**src/rtl/fp_pkg.sv**
```systemverilog
// Shared FP32 constants, flag positions, divider FSM states and field helpers
// for the F-extension arithmetic units.
package fp_pkg;

    localparam logic [31:0] FP_CANON_NAN = 32'h7FC00000;
    localparam int          FP_EXP_BIAS  = 127;

    localparam int FLAG_NV = 4;
    localparam int FLAG_DZ = 3;
    localparam int FLAG_OF = 2;
    localparam int FLAG_UF = 1;
    localparam int FLAG_NX = 0;

    // 24 significand bits + guard + round; the final remainder supplies sticky.
    localparam int FP_DIV_QBITS = 26;
    localparam int FP_DIV_LAT   = FP_DIV_QBITS + 2;

    typedef enum logic [1:0] {
        IDLE  = 2'd0,
        ITER  = 2'd1,
        ROUND = 2'd2,
        WB    = 2'd3
    } div_state_t;

    function automatic logic fp_sign(input logic [31:0] x);
        return x[31];
    endfunction

    function automatic logic [7:0] fp_exp(input logic [31:0] x);
        return x[30:23];
    endfunction

    function automatic logic [22:0] fp_frac(input logic [31:0] x);
        return x[22:0];
    endfunction

endpackage

```
**src/rtl/fp_div_iter_if.sv**
```systemverilog
// Operand/launch and register-file write-port bundle of the iterative divider.
interface fp_div_iter_if;
    // start is taken on a rising edge where busy is low, otherwise dropped;
    // we is a single-cycle qualifier for write_addressf, data_inf and fflags.
    logic        start;
    logic [31:0] src1f;
    logic [31:0] src2f;
    logic [4:0]  rd_in;
    logic        busy;
    logic        we;
    logic [4:0]  write_addressf;
    logic [31:0] data_inf;
    logic [4:0]  fflags;

    modport master (
        output start, src1f, src2f, rd_in,
        input  busy, we, write_addressf, data_inf, fflags
    );

    modport slave (
        input  start, src1f, src2f, rd_in,
        output busy, we, write_addressf, data_inf, fflags
    );
endinterface

```
**src/rtl/fp_round_pack.sv**
```systemverilog
// Combinational RNE round and pack of a normalised quotient into FP32,
// with overflow to Inf and flush-to-zero on underflow. Returns {OF,UF,NX}.
module fp_round_pack #(
    parameter int QBITS = 26
) (
    input  logic             i_sign,
    input  logic [9:0]       i_exp,
    input  logic [QBITS-1:0] i_q,
    input  logic             i_sticky,
    output logic [31:0]      o_res,
    output logic [2:0]       o_flags
);

    logic [23:0] w_mant;
    logic        w_guard;
    logic        w_sticky;
    logic        w_inc;
    logic [24:0] w_sum;
    logic [9:0]  w_exp_r;
    logic [22:0] w_frac;
    logic        w_nx;

    assign w_mant   = i_q[QBITS-1 -: 24];
    assign w_guard  = i_q[QBITS-25];
    assign w_sticky = (|i_q[QBITS-26:0]) | i_sticky;
    assign w_inc    = w_guard & (w_sticky | w_mant[0]);
    assign w_sum    = {1'b0, w_mant} + {24'b0, w_inc};
    // A carry out of the significand can only leave 1.000..0, so shift and bump.
    assign w_exp_r  = i_exp + {9'b0, w_sum[24]};
    assign w_frac   = w_sum[24] ? w_sum[23:1] : w_sum[22:0];
    assign w_nx     = w_guard | w_sticky;

    always_comb begin
        o_res   = {i_sign, w_exp_r[7:0], w_frac};
        o_flags = {2'b00, w_nx};
        if ($signed(w_exp_r) >= 10'sd255) begin
            o_res   = {i_sign, 8'hFF, 23'b0};
            o_flags = 3'b101;
        end else if ($signed(w_exp_r) <= 10'sd0) begin
            o_res   = {i_sign, 31'b0};
            o_flags = 3'b011;
        end
    end

endmodule

```
**src/rtl/fp_div_iter.sv**
```systemverilog
// Iterative FP32 divider: restoring division one quotient bit per cycle,
// fixed start-to-write latency, result written straight to the FP register file.
module fp_div_iter
    import fp_pkg::*;
#(
    parameter int QBITS = FP_DIV_QBITS
) (
    input  logic            clk,
    input  logic            rst,
    fp_div_iter_if.slave    bus,
    output div_state_t      o_dbg_state
);

    div_state_t       r_state;
    div_state_t       w_next;
    logic [4:0]       r_cnt;
    logic [25:0]      r_rem;
    logic [23:0]      r_mb;
    logic [QBITS-1:0] r_q;
    logic [9:0]       r_exp;
    logic             r_sign;
    logic [4:0]       r_rd;
    logic             r_special;
    logic [31:0]      r_spec_res;
    logic [4:0]       r_spec_flags;
    logic [31:0]      r_data;
    logic [4:0]       r_flags;
    logic [4:0]       r_addr;

    logic [7:0]  w_e1, w_e2;
    logic [22:0] w_f1, w_f2;
    logic        w_sign;
    logic        w_nan1, w_nan2, w_snan1, w_snan2;
    logic        w_inf1, w_inf2, w_zero1, w_zero2;
    logic [23:0] w_ma, w_mb;
    logic        w_adj;
    logic [9:0]  w_exp;
    logic        w_special;
    logic [31:0] w_spec_res;
    logic [4:0]  w_spec_flags;
    logic        w_ge;
    logic [25:0] w_rem_sub;
    logic [31:0] w_rp_res;
    logic [2:0]  w_rp_flags;

    assign w_e1    = fp_exp(bus.src1f);
    assign w_e2    = fp_exp(bus.src2f);
    assign w_f1    = fp_frac(bus.src1f);
    assign w_f2    = fp_frac(bus.src2f);
    assign w_sign  = fp_sign(bus.src1f) ^ fp_sign(bus.src2f);
    assign w_nan1  = (w_e1 == 8'hFF) && (w_f1 != 23'b0);
    assign w_nan2  = (w_e2 == 8'hFF) && (w_f2 != 23'b0);
    assign w_snan1 = w_nan1 && !w_f1[22];
    assign w_snan2 = w_nan2 && !w_f2[22];
    assign w_inf1  = (w_e1 == 8'hFF) && (w_f1 == 23'b0);
    assign w_inf2  = (w_e2 == 8'hFF) && (w_f2 == 23'b0);
    // Subnormal operands count as zero.
    assign w_zero1 = (w_e1 == 8'h00);
    assign w_zero2 = (w_e2 == 8'h00);

    assign w_ma  = {1'b1, w_f1};
    assign w_mb  = {1'b1, w_f2};
    assign w_adj = (w_ma < w_mb);
    assign w_exp = {2'b00, w_e1} - {2'b00, w_e2} + 10'(FP_EXP_BIAS) - {9'b0, w_adj};

    always_comb begin
        w_special    = 1'b0;
        w_spec_res   = 32'b0;
        w_spec_flags = 5'b0;
        if (w_nan1 || w_nan2) begin
            w_special             = 1'b1;
            w_spec_res            = FP_CANON_NAN;
            w_spec_flags[FLAG_NV] = w_snan1 | w_snan2;
        end else if ((w_zero1 && w_zero2) || (w_inf1 && w_inf2)) begin
            w_special             = 1'b1;
            w_spec_res            = FP_CANON_NAN;
            w_spec_flags[FLAG_NV] = 1'b1;
        end else if (w_zero2 && !w_inf1) begin
            w_special             = 1'b1;
            w_spec_res            = {w_sign, 8'hFF, 23'b0};
            w_spec_flags[FLAG_DZ] = 1'b1;
        end else if (w_inf1) begin
            w_special  = 1'b1;
            w_spec_res = {w_sign, 8'hFF, 23'b0};
        end else if (w_inf2 || w_zero1) begin
            w_special  = 1'b1;
            w_spec_res = {w_sign, 31'b0};
        end
    end

    // Remainder stays below 2*mb, so 26 bits never overflow.
    assign w_ge      = (r_rem >= {2'b00, r_mb});
    assign w_rem_sub = w_ge ? (r_rem - {2'b00, r_mb}) : r_rem;

    fp_round_pack #(.QBITS(QBITS)) u_round_pack (
        .i_sign   (r_sign),
        .i_exp    (r_exp),
        .i_q      (r_q),
        .i_sticky (|r_rem),
        .o_res    (w_rp_res),
        .o_flags  (w_rp_flags)
    );

    always_comb begin
        w_next = r_state;
        case (r_state)
            IDLE:    if (bus.start) w_next = ITER;
            ITER:    if (r_cnt == 5'(QBITS - 1)) w_next = ROUND;
            ROUND:   w_next = WB;
            WB:      w_next = IDLE;
            default: w_next = IDLE;
        endcase
    end

    always_ff @(posedge clk) begin
        if (rst) begin
            r_state <= IDLE;
            r_data  <= 32'b0;
            r_flags <= 5'b0;
            r_addr  <= 5'b0;
            r_cnt   <= 5'b0;
        end else begin
            r_state <= w_next;
            case (r_state)
                IDLE: begin
                    if (bus.start) begin
                        r_rem        <= w_adj ? {1'b0, w_ma, 1'b0} : {2'b00, w_ma};
                        r_mb         <= w_mb;
                        r_q          <= '0;
                        r_exp        <= w_exp;
                        r_sign       <= w_sign;
                        r_rd         <= bus.rd_in;
                        r_special    <= w_special;
                        r_spec_res   <= w_spec_res;
                        r_spec_flags <= w_spec_flags;
                        r_cnt        <= 5'b0;
                    end
                end
                ITER: begin
                    r_q   <= {r_q[QBITS-2:0], w_ge};
                    r_rem <= w_rem_sub << 1;
                    r_cnt <= r_cnt + 5'd1;
                end
                ROUND: begin
                    r_data  <= r_special ? r_spec_res : w_rp_res;
                    r_flags <= r_special ? r_spec_flags : {2'b00, w_rp_flags};
                    r_addr  <= r_rd;
                end
                default: ;
            endcase
        end
    end

    assign bus.busy           = (r_state != IDLE);
    assign bus.we             = (r_state == WB);
    assign bus.write_addressf = r_addr;
    assign bus.data_inf       = r_data;
    assign bus.fflags         = (r_state == WB) ? r_flags : 5'b0;
    assign o_dbg_state        = r_state;

endmodule

```
**src/flat_wrapper.sv**
```systemverilog
// flat-port wrapper written by rule: the top's interface ports become plain ports
module fp_div_iter_flat import fp_pkg::*;
#(
    parameter int QBITS = FP_DIV_QBITS
)
  (clk, rst, o_dbg_state, bus_start, bus_src1f, bus_src2f, bus_rd_in, bus_busy, bus_we, bus_write_addressf, bus_data_inf, bus_fflags);
  fp_div_iter_if bus_i ();
  input  logic clk;
  input  logic rst;
  output div_state_t o_dbg_state;
  input wire logic [$bits(bus_i.start)-1:0] bus_start;
  input wire logic [$bits(bus_i.src1f)-1:0] bus_src1f;
  input wire logic [$bits(bus_i.src2f)-1:0] bus_src2f;
  input wire logic [$bits(bus_i.rd_in)-1:0] bus_rd_in;
  output wire logic [$bits(bus_i.busy)-1:0] bus_busy;
  output wire logic [$bits(bus_i.we)-1:0] bus_we;
  output wire logic [$bits(bus_i.write_addressf)-1:0] bus_write_addressf;
  output wire logic [$bits(bus_i.data_inf)-1:0] bus_data_inf;
  output wire logic [$bits(bus_i.fflags)-1:0] bus_fflags;
  assign bus_i.start = bus_start;
  assign bus_i.src1f = bus_src1f;
  assign bus_i.src2f = bus_src2f;
  assign bus_i.rd_in = bus_rd_in;
  assign bus_busy = bus_i.busy;
  assign bus_we = bus_i.we;
  assign bus_write_addressf = bus_i.write_addressf;
  assign bus_data_inf = bus_i.data_inf;
  assign bus_fflags = bus_i.fflags;
  fp_div_iter #(.QBITS(QBITS)) u_core (.clk(clk), .rst(rst), .bus(bus_i), .o_dbg_state(o_dbg_state));
endmodule
```
**config.mk**
```make
export PLATFORM = sky130hd
export DESIGN_NAME = fp_div_iter_flat
export DESIGN_NICKNAME = d
export VERILOG_FILES = /design/src/rtl/fp_pkg.sv /design/src/rtl/fp_div_iter_if.sv /design/src/rtl/fp_round_pack.sv /design/src/rtl/fp_div_iter.sv /design/src/flat_wrapper.sv
export SDC_FILE = /design/constraint.sdc
export NUM_CORES = 1
export LEC_CHECK = 0
export CAP_MARGIN = 20
export CORE_ASPECT_RATIO = 0.75
export CORE_UTILIZATION = 24
export CTS_CLUSTER_SIZE = 28
export DETAILED_ROUTE_END_ITERATION = 10
export PLACE_DENSITY = 0.44
export SKIP_LAST_GASP = 1
export SLEW_MARGIN = 20
export SYNTH_ARGS = -nofsm -noshare
export SYNTH_HDL_FRONTEND = slang
export SYNTH_HIERARCHICAL = 1
export SYNTH_SLANG_ARGS = --single-unit
```
**constraint.sdc**
```tcl
create_clock -name clk -period 6.8 [get_ports clk]
set_input_delay 1.36 -clock clk [delete_from_list [all_inputs] [get_ports clk]]
set_output_delay 1.36 -clock clk [all_outputs]
set_load 0.03 [all_outputs]
```
==> metrics list <==
- Share of the yosys chip area belonging to registers: 0.392
* Synth top area cells: sky130_fd_sc_hd__edfxtp_1, sky130_fd_sc_hd__dfxtp_1, sky130_fd_sc_hd__ha_1
- Clock tree from TritonCTS: yes
* Port bufs: between 100 and 150
- Antenna violations before repair: 0
- Worst setup path class: in2reg
* Width of the chip: about 240 µm
- Critical Path Most Common Cell: sky130_fd_sc_hd__ha_1
- Worst-path fanout max: 3
- Hold Vio Cnt, Final: 0
- Hold path depth: 2
* Number of diodes added for antenna fixing: 0
* Maximum buffer depth of the clock tree: 2
* Unrepaired setup endpoints after global routing: no
- Power Dens Cells: about 350 nW/µm²
- The commonest cells after synthesis are sky130_fd_sc_hd__edfxtp_1, sky130_fd_sc_hd__a21oi_1, sky130_fd_sc_hd__nor2_1.
* Rel. slew slack: 0.363
* Maximum resistive drop on vdd: around 180 µV
- Class of the worst hold path: reg2reg
* Net count of the mapped netlist: 1202
* CTS sink count: about 150
* Crit end category: flip-flop
* Minimum clock period: 4.99 ns
- Post_cts resized: 0
* Hold worst-path end: u_core/bus.write_addressf[3]$_SDFFE_PP0P_
* DIE AREA: ~42000 µm²
- The final max-slew violation count came to 0.
- The cell sitting at the root of the clock tree is a sky130_fd_sc_hd__clkbuf_16.
- The number of global-route vias before repair is slightly above 8000.
* Worst R2R Start: u_core/r_q[1]$_SDFFCE_PN0P_
- Setup clock skew after layout: about 0.011 ns
- HPWL Detailed: between 20000 and 25000 µm
- Pwr Total: around 4200 µW
- The share of synthesized area in the top cell type comes to 0.294.
* Top flip-flop cell by instance count after synthesis: sky130_fd_sc_hd__edfxtp_1
- Result of the run: complete, no violations
- sky130_fd_sc_hd__edfxtp_1 takes more of the synthesized area than any other cell.
* First-pass GRT wire length: about 47000 µm
- Number of remaining DRC errors: 0
- The routed layout has between 8000 and 9000 vias.
- Relative to the synthesized area, the layout overhead comes to 22.9%.
- Ys async rst share: 0
- For this run, the detailed router's first-pass iteration total came to 4.
- Hold buffer count at cts: 0
- The number of setup buffers added after CTS is 0.
* Static Leakage: approximately 0.0048 µW
- The tool flagged a number of max-cap violations equal to 0.
- Number of nets in the layout: ~1300
* Yosys warnings: 6
- By instance count, the leading cell after synthesis is sky130_fd_sc_hd__edfxtp_1.
- Setup violations remaining at the end of the flow were counted as 0.
* Final total negative setup slack: 0 ns
- Via density: around 4.8
- Final worst path period share: 0.734
- The synthesized design contains between 100 and 150 register bits.
- Row count: 64
* Achievable clock frequency: 0.200 GHz
- At the end of routability-driven placement, the weighted congestion stood at a little under 0.9.
* Required arrival time at the worst endpoint: 7.07 ns
- Path depth of the worst reg2reg path: 16
- Start point of the worst min-delay path: u_core/r_rd[3]$_DFFE_PP_
- Congestion Overflow GR: 0
- Detailed Route Iter0 Violations: between 500 and 600
- Largest net degree at the start of global routing: 53
- The later pin in the worst-skew pair is clocked with a latency of approximately 0.45 ns.
- Final wirelength: 29800 µm
- For this design, the slowest cell found on the critical path is sky130_fd_sc_hd__clkdlybuf4s50_1.
- about 120 I/O pins were placed.
- Final core area utilization: 0.299
- Traced cell by cell, the critical path runs through clkdlybuf4s50_1 -> inv_1 -> ha_1 -> a21o_1 -> a21o_1 -> a221oi_1 -> o21ai_0 -> a221o_1 -> a21oi_4 -> inv_1 -> ha_1 -> ha_1 -> fa_1 -> a21oi_1 -> nor2_1 -> nor2_1 -> o21bai_1 -> a21oi_1 -> nor2b_1 -> nor3b_1.
* Startpoint class of the critical path: primary input
- Count of flip-flops with a built-in enable after synthesis: a little under 100
- Die boundary height: approximately 180 µm
* Arrival time at the worst endpoint: approximately 5.3 ns
- Reg2reg setup slack: about 2.3 ns
- Worst-margin pin slew: approximately 0.95 ns
* Gate count of the mapped netlist: about 1100
- Of the cells placed in the final design, the portion with a size suffix greater than 1 is 0.0583.
* Starting Density: 0.243
- After clock tree synthesis, the clock-pin slew on the worst setup and hold paths is around 0.060 ns.
* Longest individual stage delay on the worst path: just over 0.5 ns
- Combined global-route utilization of all metal layers: 0.146
- The filler cells instantiated in the layout total between 4000 and 5000.
- R2R Path End: u_core/bus.data_inf[22]$_SDFFE_PP0P_
- Dividing the detail-routed wire length by the instance count gives 17.6 µm.
- CTS built an H-tree with a depth of 4.
* Clock buffers created by TritonCTS: 17
- Floorplan Core Area: 40800 µm²
* Cell area after technology mapping: roughly 9900 µm²
* Mapped Avg Cell Area: about 9.4 µm²
- The count of nets left with antenna violations once routing finished came out at 0.
* Distinct cell type count of the synthesized netlist: 80
[logic make-up after synthesis]
family,count (synthesis),synth area share
AOI/OAI and AO/OA,238,0.156
xor gates and xnor gates,56,0.0521
adders and majority gates,75,0.0968
buffers and inverters,134,0.0545
DFF,146,0.392
muxes,53,0.0535
and+or+nand+nor,353,0.195
[how the worst max path moves through the flow]
stage               cells after the start  slack (ns)          from                         to
CTS                                    20        1.84  bus_src2f[5]  u_core/r_exp[9]$_DFFE_PP_
finish                                 20        1.81  bus_src2f[5]  u_core/r_exp[9]$_DFFE_PP_
floorplan                              20        1.60  bus_src2f[5]  u_core/r_exp[9]$_DFFE_PP_
global placement                       20        1.45  bus_src2f[5]  u_core/r_exp[9]$_DFFE_PP_
global route                           20        1.49  bus_src2f[5]  u_core/r_exp[9]$_DFFE_PP_
detailed placement                     20        1.38  bus_src2f[5]  u_core/r_exp[9]$_DFFE_PP_
[worst max-delay path: cells and delay by family]
family / cells / cell delay [ns]
compound gates: 9 / 1.67
fa+ha+maj: 4 / 1.08
buf+inv: 3 / 0.66
simple gates: 4 / 0.47
[state kept, by name, indices dropped and copies added, names as in the netlist, 5 cells and up]
| name | cells |
|---|---|
| u_core/bus.data_inf | 32 |
| u_core/r_q | 26 |
| u_core/r_rem | 26 |
| u_core/r_mb | 23 |
| u_core/r_exp | 10 |
| u_core/bus.write_addressf | 5 |
| u_core/r_cnt | 5 |
| u_core/r_flags | 5 |
| u_core/r_rd | 5 |
[stage by stage]
stage / setup WS [ns] / hold WS [ns] / std cells / cell area [µm²]
after floorplan: 1.60 / 0.442 / 1055 / 9920
after global placement: 1.45 / 0.465 / 1662 / 11600
after detailed placement: 1.38 / 0.482 / 1662 / 11600
after CTS: 1.84 / 0.492 / 1694 / 12200
after global routing: 1.49 / 0.510 / 1695 / 12200
final: 1.81 / 0.487 / 1695 / 12200
[power by group]
group	total [µW]	switching [µW]	internal, µW
combinational	1920	1170	756
sequential	1420	181	1240
clock	888	418	470
total	4230	1770	2470
[cell type report]
cell class / count / area (µm²) / area share
clock buffer: 18 / 429 / 0.0352
clock inverter: 14 / 106 / 0.00872
inverter: 86 / 323 / 0.0265
multi-input combinational: 775 / 5530 / 0.453
sequential: 146 / 3890 / 0.319
tap: 528 / 661 / 0.0542
timing repair buffer: 128 / 1250 / 0.103
[layout by cell type (no fill, tap or decap), types with 6 or more instances in the layout]
cell | Yosys | layout
sky130_fd_sc_hd__and3_1 | 13 | 13
sky130_fd_sc_hd__mux2i_1 | 53 | 53
sky130_fd_sc_hd__a21o_1 | 24 | 24
sky130_fd_sc_hd__or3_1 | 7 | 7
sky130_fd_sc_hd__nor3_1 | 25 | 25
sky130_fd_sc_hd__o21ai_0 | 27 | 27
sky130_fd_sc_hd__nor4_2 | 7 | 7
sky130_fd_sc_hd__edfxtp_1 | 97 | 97
sky130_fd_sc_hd__nor4_1 | 26 | 26
sky130_fd_sc_hd__dfxtp_1 | 49 | 49
sky130_fd_sc_hd__xor2_1 | 25 | 25
sky130_fd_sc_hd__nand2_1 | 44 | 44
sky130_fd_sc_hd__ha_1 | 72 | 71
sky130_fd_sc_hd__nor2b_1 | 33 | 33
sky130_fd_sc_hd__nor2_1 | 88 | 86
sky130_fd_sc_hd__nand4_1 | 26 | 26
sky130_fd_sc_hd__a211oi_1 | 28 | 28
sky130_fd_sc_hd__nand3_1 | 17 | 17
sky130_fd_sc_hd__nand2b_1 | 6 | 6
sky130_fd_sc_hd__inv_1 | 83 | 83
sky130_fd_sc_hd__a21oi_1 | 94 | 93
sky130_fd_sc_hd__o21bai_1 | 12 | 12
sky130_fd_sc_hd__and2_1 | 35 | 35
sky130_fd_sc_hd__buf_4 | 6 | 10
sky130_fd_sc_hd__clkbuf_16 | 0 | 17
sky130_fd_sc_hd__o21a_1 | 8 | 8
sky130_fd_sc_hd__xnor2_1 | 29 | 29
sky130_fd_sc_hd__clkdlybuf4s50_1 | 0 | 116
[routing by layer]
layer  track usage  wire length, µm
met2         0.213            12300
met3        0.0330             1290
met5             0                0
met4        0.0317              234
met1         0.216            16000
Note: power is estimated with default switching activity, not from simulation.
